[config.mk]
export PLATFORM = sky130hd
export DESIGN_NAME = pwm_capture
export DESIGN_NICKNAME = d
export VERILOG_FILES = /design/src/rtl/pwm_capture.sv
export SDC_FILE = /design/constraint.sdc
export NUM_CORES = 1
export LEC_CHECK = 0
export ABC_AREA = 1
export CAP_MARGIN = 20
export CORE_ASPECT_RATIO = 0.75
export CORE_MARGIN = 2
export CORE_UTILIZATION = 50
export DETAILED_ROUTE_END_ITERATION = 10
export PLACE_DENSITY = 0.71
export SLEW_MARGIN = 30
export SYNTH_ARGS = -nofsm -noshare
export SYNTH_HDL_FRONTEND = slang
export SYNTH_SLANG_ARGS = --single-unit
[constraint.sdc]
create_clock -name clk_i -period 3 [get_ports clk_i]
set_input_delay 0.3 -clock clk_i [delete_from_list [all_inputs] [get_ports clk_i]]
set_output_delay 0.3 -clock clk_i [all_outputs]
set_load 0.03 [all_outputs]
[src/rtl/pwm_capture.sv]
// PWM input capture: measures high time and period (rise to rise) of pwm_in_i in clk cycles.
// Optional glitch filter enabled by defining PWM_CAP_GLITCH_FILT_EN.
module pwm_capture #(
  parameter int CNT_W = 16
) (
  input  logic             clk_i,
  input  logic             rst_ni,
  input  logic             enable_i,
  input  logic             pwm_in_i,
  output logic [CNT_W-1:0] high_cnt_o,
  output logic [CNT_W-1:0] period_cnt_o,
  output logic             meas_valid_o,
  output logic             timeout_o,
  output logic             stuck_level_o
);

  localparam logic [CNT_W-1:0] CNT_MAX  = {CNT_W{1'b1}};
  localparam logic [CNT_W-1:0] CNT_ONE  = {{(CNT_W-1){1'b0}}, 1'b1};
  localparam logic [CNT_W-1:0] CNT_ZERO = {CNT_W{1'b0}};

  typedef enum logic [1:0] {
    ST_IDLE = 2'd0,
    ST_HIGH = 2'd1,
    ST_LOW  = 2'd2
  } state_e;

  logic sync1_q, sync2_q, prev_q;
  logic level_s, rise_s, fall_s;

  state_e           state_q;
  logic [CNT_W-1:0] cnt_q, cnt_inc_d, hold_q;
  logic [CNT_W-1:0] high_cnt_q, period_cnt_q;
  logic             meas_valid_q, timeout_q, stuck_level_q;

  // Two-flop synchroniser for the asynchronous PWM input.
  always_ff @(posedge clk_i or negedge rst_ni) begin
    if (!rst_ni) begin
      sync1_q <= 1'b0;
      sync2_q <= 1'b0;
    end else begin
      sync1_q <= pwm_in_i;
      sync2_q <= sync1_q;
    end
  end

`ifdef PWM_CAP_GLITCH_FILT_EN
  logic hist1_q, hist2_q, filt_q;

  // Level follows the input only once three consecutive samples agree.
  always_comb begin
    level_s = filt_q;
    if ((sync2_q == hist1_q) && (hist1_q == hist2_q)) begin
      level_s = sync2_q;
    end else begin
      level_s = filt_q;
    end
  end

  // Sample history and filtered-level storage.
  always_ff @(posedge clk_i or negedge rst_ni) begin
    if (!rst_ni) begin
      hist1_q <= 1'b0;
      hist2_q <= 1'b0;
      filt_q  <= 1'b0;
    end else begin
      hist1_q <= sync2_q;
      hist2_q <= hist1_q;
      filt_q  <= level_s;
    end
  end
`else
  assign level_s = sync2_q;
`endif

  // Previous-level register for the edge detector.
  always_ff @(posedge clk_i or negedge rst_ni) begin
    if (!rst_ni) begin
      prev_q <= 1'b0;
    end else begin
      prev_q <= level_s;
    end
  end

  assign rise_s = level_s & ~prev_q;
  assign fall_s = ~level_s & prev_q;

  // Saturating increment: the counter never wraps.
  always_comb begin
    if (cnt_q == CNT_MAX) begin
      cnt_inc_d = CNT_MAX;
    end else begin
      cnt_inc_d = cnt_q + CNT_ONE;
    end
  end

  // Measurement FSM; an expected edge takes priority over the timeout limit.
  always_ff @(posedge clk_i or negedge rst_ni) begin
    if (!rst_ni) begin
      state_q       <= ST_IDLE;
      cnt_q         <= CNT_ZERO;
      hold_q        <= CNT_ZERO;
      high_cnt_q    <= CNT_ZERO;
      period_cnt_q  <= CNT_ZERO;
      meas_valid_q  <= 1'b0;
      timeout_q     <= 1'b0;
      stuck_level_q <= 1'b0;
    end else begin
      meas_valid_q <= 1'b0;
      if (!enable_i) begin
        state_q <= ST_IDLE;
        cnt_q   <= CNT_ZERO;
      end else begin
        case (state_q)
          ST_IDLE: begin
            if (rise_s) begin
              state_q <= ST_HIGH;
              cnt_q   <= CNT_ONE;
            end
          end
          ST_HIGH: begin
            if (fall_s) begin
              state_q <= ST_LOW;
              hold_q  <= cnt_q;
              cnt_q   <= cnt_inc_d;
            end else if (cnt_q == CNT_MAX) begin
              state_q       <= ST_IDLE;
              cnt_q         <= CNT_ZERO;
              timeout_q     <= 1'b1;
              stuck_level_q <= level_s;
            end else begin
              cnt_q <= cnt_inc_d;
            end
          end
          ST_LOW: begin
            if (rise_s) begin
              state_q      <= ST_HIGH;
              high_cnt_q   <= hold_q;
              period_cnt_q <= cnt_q;
              meas_valid_q <= 1'b1;
              timeout_q    <= 1'b0;
              cnt_q        <= CNT_ONE;
            end else if (cnt_q == CNT_MAX) begin
              state_q       <= ST_IDLE;
              cnt_q         <= CNT_ZERO;
              timeout_q     <= 1'b1;
              stuck_level_q <= level_s;
            end else begin
              cnt_q <= cnt_inc_d;
            end
          end
          default: begin
            state_q <= ST_IDLE;
            cnt_q   <= CNT_ZERO;
          end
        endcase
      end
    end
  end

  assign high_cnt_o    = high_cnt_q;
  assign period_cnt_o  = period_cnt_q;
  assign meas_valid_o  = meas_valid_q;
  assign timeout_o     = timeout_q;
  assign stuck_level_o = stuck_level_q;

endmodule
Word level (Yosys, flattened, before mapping)

Cells that the tools add are included.

Flip-flop bits (word level): 72
Input bits: 4
Output and inout bits: 35
Logic and storage cells: 52

$add $sub $neg: 1
Equal/unequal tests: 6
Multiplexer cells: 24
Bitwise logic cells: 4
Reduce and logical (&&, ||, !) cells: 6

Operators with widths:

| kind                                                            | number |
|---|---|
| 16-bit 2-to-1 mux                                               | 6 |
| 16-bit case mux with 3 select lines                             | 1 |
| 16-bit by 1-bit adder with 16-bit output, second input constant | 1 |
| 16-bit == test, second input constant                           | 1 |
| 2-bit 2-to-1 mux                                                | 5 |
| 1-bit 2-to-1 mux                                                | 9 |
| 3-bit AND reduction                                             | 3 |
| 2-bit case mux with 3 select lines                              | 1 |
| 2-bit != test, second input constant                            | 2 |
| 1-bit case mux with 2 select lines                              | 2 |
| 4-bit AND reduction                                             | 1 |
| 3-bit != test, second input constant                            | 1 |
| 1-bit bitwise AND                                               | 2 |
| 2-bit by 1-bit == test with 1-bit output, second input constant | 1 |
| 2-bit == test, second input constant                            | 1 |
| 2-bit logical NOT                                               | 1 |
| 1-bit NOT                                                       | 2 |
| 2-bit nonzero test                                              | 1 |

Depth between registers and ports, before layout

Gate-level depths: netlist of the first run.

Word-level depth: 6
Gate-level depth with buffers: 11
Mapped depth without buffers: 11

Least setup slack after synthesis of the first run

OpenSTA, ideal clock, no wires.

Path kind: reg-to-reg
Start: register cnt_q[0]
End: register cnt_q[11]
Library setup time: 117 ps
Arrival time: 1474 ps
Required time: 2883 ps
Path slack: 1409 ps
Stages on the path, launching flop included: 12
Path buffers: 1
Period minus slack after synthesis: 1591 ps
Cell sequence: dfrtp_1 > ha_1 > nand3_4 > nor2_8 > nand3_4 > nor2_4 > nand2_2 > nand2_2 > nand2_2 > buf_6 > nand3_1 > nand2_1

Cells in the longest elaborated chain, start to end: 6
Elaborated cells on any way between the ends: 8
Those cells by class: add/sub (1); eq/ne (1); mux (6)

Ends and longest elaborated chain:

| element                                                                           | RTL line | source |
|---|---|---|
| from (decl)                                                                       | 31       | `logic [CNT_W-1:0] cnt_q, cnt_inc_d, hold_q;` |
| from (signal assigned)                                                            | 124      | `cnt_q <= cnt_inc_d;` |
| from (signal assigned)                                                            | 131      | `cnt_q <= cnt_inc_d;` |
| from (signal assigned)                                                            | 148      | `cnt_q <= cnt_inc_d;` |
| 16-bit by 1-bit adder with 16-bit output / 16-bit == test (equally long branches) | --       |  |
| 16-bit 2-to-1 mux                                                                 | 89       | `if (cnt_q == CNT_MAX) begin` |
| 16-bit 2-to-1 mux                                                                 | 125, 142 |  |
| 16-bit 2-to-1 mux (on tied branches)                                              | 135, 121 |  |
| 16-bit case mux with 3 select lines (*)                                           | 113      | `case (state_q)` |
| 16-bit 2-to-1 mux (*)                                                             | 109      | `if (!enable_i) begin` |

Mark *: on every way between the ends. The rest lies on a longest branch, timed or not.
A chain may end at the register's enable or synchronous reset.

Worst setup path after layout of the first run

Start: register cnt_q[0]
End: register cnt_q[1]

Same word-level chain as after synthesis.

==> results of run 1 <==
## final cells by class
cell class | count | area share (%)
timing repair buffer | 43 | 10.1
inverter | 53 | 4.82
sequential | 72 | 43.6
tap | 84 | 2.54
clock inverter | 5 | 2.51
multi-input combinational | 263 | 33.0
clock buffer | 11 | 3.42
## flip-flops by register name, summed over array words and instances, names as in the netlist, 2 cells and up
signal	count
period_cnt_o	16
cnt_q	16
state_q	2
hold_q	16
high_cnt_o	16
## kinds of logic after synthesis
group                    Yosys count
AND/OR/NAND/NOR                  193
flip-flops                        72
buffers and inverters             67
AO/OA/AOI/OAI                     60
XOR/XNOR                           5
multiplexers                       4
adder cells (fa/ha/maj)            1
## worst paths after layout
kind,start,to
min in group clk_i,sync1_q$_DFF_PN0_,level_s$_DFF_PN0_
min reg2reg,sync1_q$_DFF_PN0_,level_s$_DFF_PN0_
max in group asynchronous,rst_ni,timeout_o$_DFFE_PN0P_
max,cnt_q[0]$_DFFE_PN0P_,cnt_q[1]$_DFFE_PN0P_
min,rst_ni,high_cnt_o[1]$_DFFE_PN0P_
max reg2reg,cnt_q[0]$_DFFE_PN0P_,cnt_q[1]$_DFFE_PN0P_
## where the power goes
| part | leakage, nW | switching (mW) | internal, mW |
|---|---|---|---|
| Sequential | 0.899 | 0.0907 | 1.13 |
| Combinational | 0.939 | 0.385 | 0.259 |
| Clock | 0.124 | 0.344 | 0.575 |
| Total | 1.96 | 0.819 | 1.97 |
## layout by cell type, fill, tap and decap left out, drive strengths merged
cell,count
clkdlybuf4s50,37
or2,1
buf,6
bufinv,3
o21ai,25
nand2,103
inv,53
a21oi,33
o211ai,1
nor2,50
dfrtp,72
nand3,37
mux2,4
clkbuf,11
clkinv,2
ha,1
xor2,5
nand4,1
a31oi,1
nor4,1
## layer usage
layer,wire [µm],track usage (%)
met1,3440,28.1
met2,2940,31.4
met3,291,5.23
met4,66,5.48
met5,0,0
## metrics by stage
step                util [%]  hold slack [ps]
CTS                     61.3              196
finish                  61.4             55.4
global route            61.4              107
global placement        57.7              336
floorplan                  -             4.41
detailed placement      57.7              344
## worst max-delay path, cell delays in order (launching register included)
cell     delay [ps]
dfrtp_1         430
ha_1            280
nand2_1          90
nor2_2          140
nand2_2         100
nor2_2          120
nand3_2         110
nand3_2         100
nand2_2         210
nand3_1         140
nand2_1          50
==> impl_metrics.toml, run 1 <==
[place]
gp_congestion = 0.877
dpl_cell_area_um2 = 3880
placed_cells = 515
dp_worst_setup_slack_ps = 1030
dp_hpwl_mm = 4.72
portBuffers = 38

[timing]
fin_crit_ps = 1900
tightest_slew_ps = 637
slew_headroom_pct = 57.5
timing.final.ws_setup_ps = 1100
fin_skew_ps = 8.84
fmax_mhz = 525
rsz0062_at_grt = "false"
setup_viol = 0
fin_tns_setup_ps = 0
slew_viol_final = 0
hold_viol_final = 0
finalCritPeriodShare_pct = 63.4

[routing]
avgViaCountPerCell = 4.95
drc = 0
vias = 2630
drtIter0Drc = 97
drt_first_pass_iters = 4
finalWirelength_mm = 6.74
post_drt_wl_per_cell_um = 12.7
ant_nets = 0

[clock_tree]
post_cts_buffers = 0
ctsResizeCount = 0
cts_tree = "built"
insertion_delay_ps = 340
cts_buffer_depth = 2
htree_levels = 3
cts.reportedPaths.clkPinSlew_ps = 70
clockRootBuffer = "clkbuf_8"
ctsHoldBuffers = 0
numCtsBuffers = 9
cts_sinks = 72

[cells_and_area]
stdcell_area_um2 = 4130
n_fill_cell = 588
final-seq-area_um2 = 1800
antenna_cells = 0
multi_input_area_um2 = 1360
post_route_cells_drive_above_1_share_pct = 14.3
syn_to_final_growth_pct = 19.9
nets = 447
layout.cells.non_filler = 531

[synth]
synth.distinct_cells = 29
synth.cell_area_um2 = 3450
synth-simple-area-share_pct = 27.2
synth_xor_area_share_pct = 1.27
synth_common_cells = "96 x nand2_1, 72 x dfrtp_1, 43 x inv_1"
synthTopCellsByArea = "dfrtp_1 52%, nand2_1 10%, inv_1 4.7%, a21oi_1 4.6%, nor2_1 4.5%"
synth_top_area_share_pct = 52.3
syn_avg_cell_area_um2 = 8.57
syn_inst = 402
synth_compound_area_share_pct = 9.15
yosys.area_share.adder_pct = 0.363
synth-edff-count = 0
synth_top_family_by_area = "simple AND/OR/NAND/NOR gates"
synth.yosys.seq_area_share_pct = 52.3
yosys_warnings = 0
synth_nets = 407
synth.area.mux_share_pct = 1.31
async_flop_share_pct = 100
synthFlopType = "dfrtp_1"
yosys.area.top_type = "dfrtp_1"
synth.most_common_cell = "nand2_1"
synth-seq-cells = 72

[flow_run]
cap_violations = 0

[die]
core_um2 = 6730
die-area_um2 = 7580
chipHeight_um = 75.9
io-pin-count = 39
initial_utilization_pct = 51.2
num_rows = 26
die_w_um = 99.9

[worst_setup_path]
worstPathMaxFanout = 12
r2r_slack_ps = 1100
worstPathArrival_ps = 2130
worstRegToRegCells = 10
crit_type = "flop to flop"
critical_path_required_ps = 3230
cp-end-kind = "flop"
crit_path_start_kind = "flop"

[worst_hold_path]
min-delay-path-class = "primary input to asynchronous set/reset pin"

[power]
p_leak_nw = 1.96
power_mw = 2.79
powerDensity_nw_per_um2 = 674
ir_drop_mv = 0.330

[global_route]
antenna_found_initial = 0
grt_max_degree = 73
grt_util_all_layers_pct = 20.0
gr-total-overflow = 0
grt_pass1_vias = 2456
grt_pass1_wl_mm = 11.7

[status]
status = "completed"
(Power assumes the default switching activity.)
==> run 2: changes to the inputs <==
==> constraint.sdc (replaced) <==
create_clock -name clk_i -period 1.9 [get_ports clk_i]
set_input_delay 0.19 -clock clk_i [delete_from_list [all_inputs] [get_ports clk_i]]
set_output_delay 0.19 -clock clk_i [all_outputs]
set_load 0.03 [all_outputs]
==> run 2 against run 1 <==
  * Routed wire length up 9.0%
  * Total power grew 54%
  * Sequential power rose by 58%
  * Die area did not move
  * Clock skew increased by 3.2 ps
  * Via count up 3.1%
  * Clock power rose by 43%
  * Critical endpoint is now cnt_q[0]$_DFFE_PN0P_
  * Largest cell class unchanged
  * Largest power group unchanged
==> impl_metrics.toml, run 2 (synthesis results as in run 1) <==
[status]
status = "completed"

[worst_setup_path]
cp-end-kind = "flop"
crit_type = "flop to flop"
critical_path.reg2reg.endpoint = "cnt_q[0]$_DFFE_PN0P_"
cp-endpoint = "cnt_q[0]$_DFFE_PN0P_"
worstRegToRegCells = 10
slowest_stage = "dfrtp_1"
crit_path_start_kind = "flop"
worstPathMaxFanout = 3
reg2reg_from = "cnt_q[0]$_DFFE_PN0P_"
cp_slowest_stage_delay_ps = 360
setup.worst_path.start = "cnt_q[0]$_DFFE_PN0P_"
r2r_slack_ps = 200
worstPathCellList = "ha_1 > nand2_1 > nor2_2 > nand2_2 > nor2_1 > nand3_1 > a21oi_1 > nand2_1 > nand2_1 > nand2_1"
critPathMostFrequentCell = "nand2_1"
critical_path_required_ps = 2130
worstPathArrival_ps = 1930

[timing]
hold_viol_final = 0
rsz0062_at_grt = "false"
fin_skew_ps = 12.1
slew_viol_final = 0
fin_tns_setup_ps = 0
slew_headroom_pct = 69.7
fmax_mhz = 590
tightest_slew_ps = 453
worst_hold_slack_ps = 295
setup_viol = 0
fin_crit_ps = 1700
finalCritPeriodShare_pct = 89.2

[power]
p_leak_nw = 2.00
ir_drop_mv = 0.716
powerDensity_nw_per_um2 = 1020

[place]
placed_cells = 524
dp_hpwl_mm = 4.96
gp_congestion = 0.906
portBuffers = 38

[global_route]
grt_pass1_vias = 2519
grt_util_all_layers_pct = 20.7
antenna_found_initial = 0
grt_max_degree = 73
grt_pass1_wl_mm = 12.0
gr-total-overflow = 0

[cells_and_area]
multi_input_area_um2 = 1370
layout_commonest_cell = "nand2_1"
post_route_cells_drive_above_1_share_pct = 15.8
nets = 457
antenna_cells = 0
final_cell_mix = "96 x nand2_1, 72 x dfrtp_1, 43 x inv_1, 41 x nor2_1, 37 x clkdlybuf4s50_1"
syn_to_final_growth_pct = 22.0
n_fill_cell = 594
layout.cells.non_filler = 541
final-seq-area_um2 = 1800

[routing]
ant_nets = 0
drt_first_pass_iters = 4
vias = 2712
avgViaCountPerCell = 5.01
finalWirelength_mm = 7.35
drc = 0
drtIter0Drc = 146
post_drt_wl_per_cell_um = 13.6

[clock_tree]
cts.reportedPaths.clkPinSlew_ps = 70
cts_buffer_depth = 2
cts_tree = "built"
htree_levels = 3
cts_sinks = 72
numCtsBuffers = 9
insertion_delay_ps = 340
clockRootBuffer = "clkbuf_8"
post_cts_buffers = 0

[die]
initial_utilization_pct = 51.2
core_um2 = 6730
chipHeight_um = 75.9
num_rows = 26
die-area_um2 = 7580
die_w_um = 99.9
io-pin-count = 39

[worst_hold_path]
min-delay-path-class = "primary input to flop"

[flow_run]
cap_violations = 0
-- run 2: changes by cell type in the layout (fill, tap and decap cells not counted), sizes merged --
cell and delta:
buf +9, bufinv -1, clkinvlp +1, dlygate4sd3 +1
-- run 2: routing by layer --
metal / up-vias / part of all wire [%] / GRT usage (%) / wire length, µm
met2: 66 / 46 / 32.9 / 3350
met3: 4 / 5.6 / 6.15 / 410
met4: 0 / 0.44 / 5.63 / 32
met1: 1281 / 48 / 28.4 / 3560
li1: 1361 / - / - / -
met5: - / 0 / 0 / 0
-- run 2: metrics by stage --
step	power, mW	setup WS (ps)	utilization (%)	area, µm²
finish	4.28	204	62.4	4200
global route	4.49	12.5	62.4	4200
CTS	4.32	93.8	62.3	4200
detailed placement	3.01	75.1	59.0	3980
global placement	2.98	135	59.0	3980
floorplan	2.56	309	-	3450
-- run 2: how the worst min path moves through the flow --
stage | slack, ps | depth (start not counted) | endpoint | startpoint
3_3_place_gp | 250 | 2 | high_cnt_o[2]$_DFFE_PN0P_ | rst_ni
5_1_grt | 270 | 1 | sync1_q$_DFF_PN0_ | pwm_in_i
6_report | 290 | 1 | sync1_q$_DFF_PN0_ | pwm_in_i
3_5_place_dp | 250 | 2 | high_cnt_o[2]$_DFFE_PN0P_ | rst_ni
2_1_floorplan | -110 | 0 | cnt_q[0]$_DFFE_PN0P_ | rst_ni
4_1_cts | 280 | 1 | sync1_q$_DFF_PN0_ | pwm_in_i
-- run 2: timing repair --
item,CTS,global route
resized for setup,0,1
endpoints found under the setup margin,0,11
hold endpoints to repair,72,0
hold buffers,1,0
-- run 2: cell type report --
class | instances | area share (%)
Clock buffer | 11 | 3.13
Clock inverter | 5 | 1.94
Inverter | 53 | 4.73
Multi-Input combinational cell | 263 | 32.6
Sequential cell | 72 | 42.9
Tap cell | 84 | 2.50
Timing Repair Buffer | 53 | 12.3
-- run 2: worst max-delay path, delay by kind of cell, from the launching register on --
family / cells / cell delay [ps]
AND/OR/NAND/NOR: 8 / 810
flip-flops: 1 / 360
adder cells (fa/ha/maj): 1 / 250
AO/OA/AOI/OAI: 1 / 170
-- run 2: power breakdown --
group          internal (mW)  leakage (nW)  switching, mW  total, mW
Combinational          0.422         0.996          0.624       1.05
Clock                  0.741         0.104          0.568       1.31
Sequential              1.79         0.899          0.139       1.93
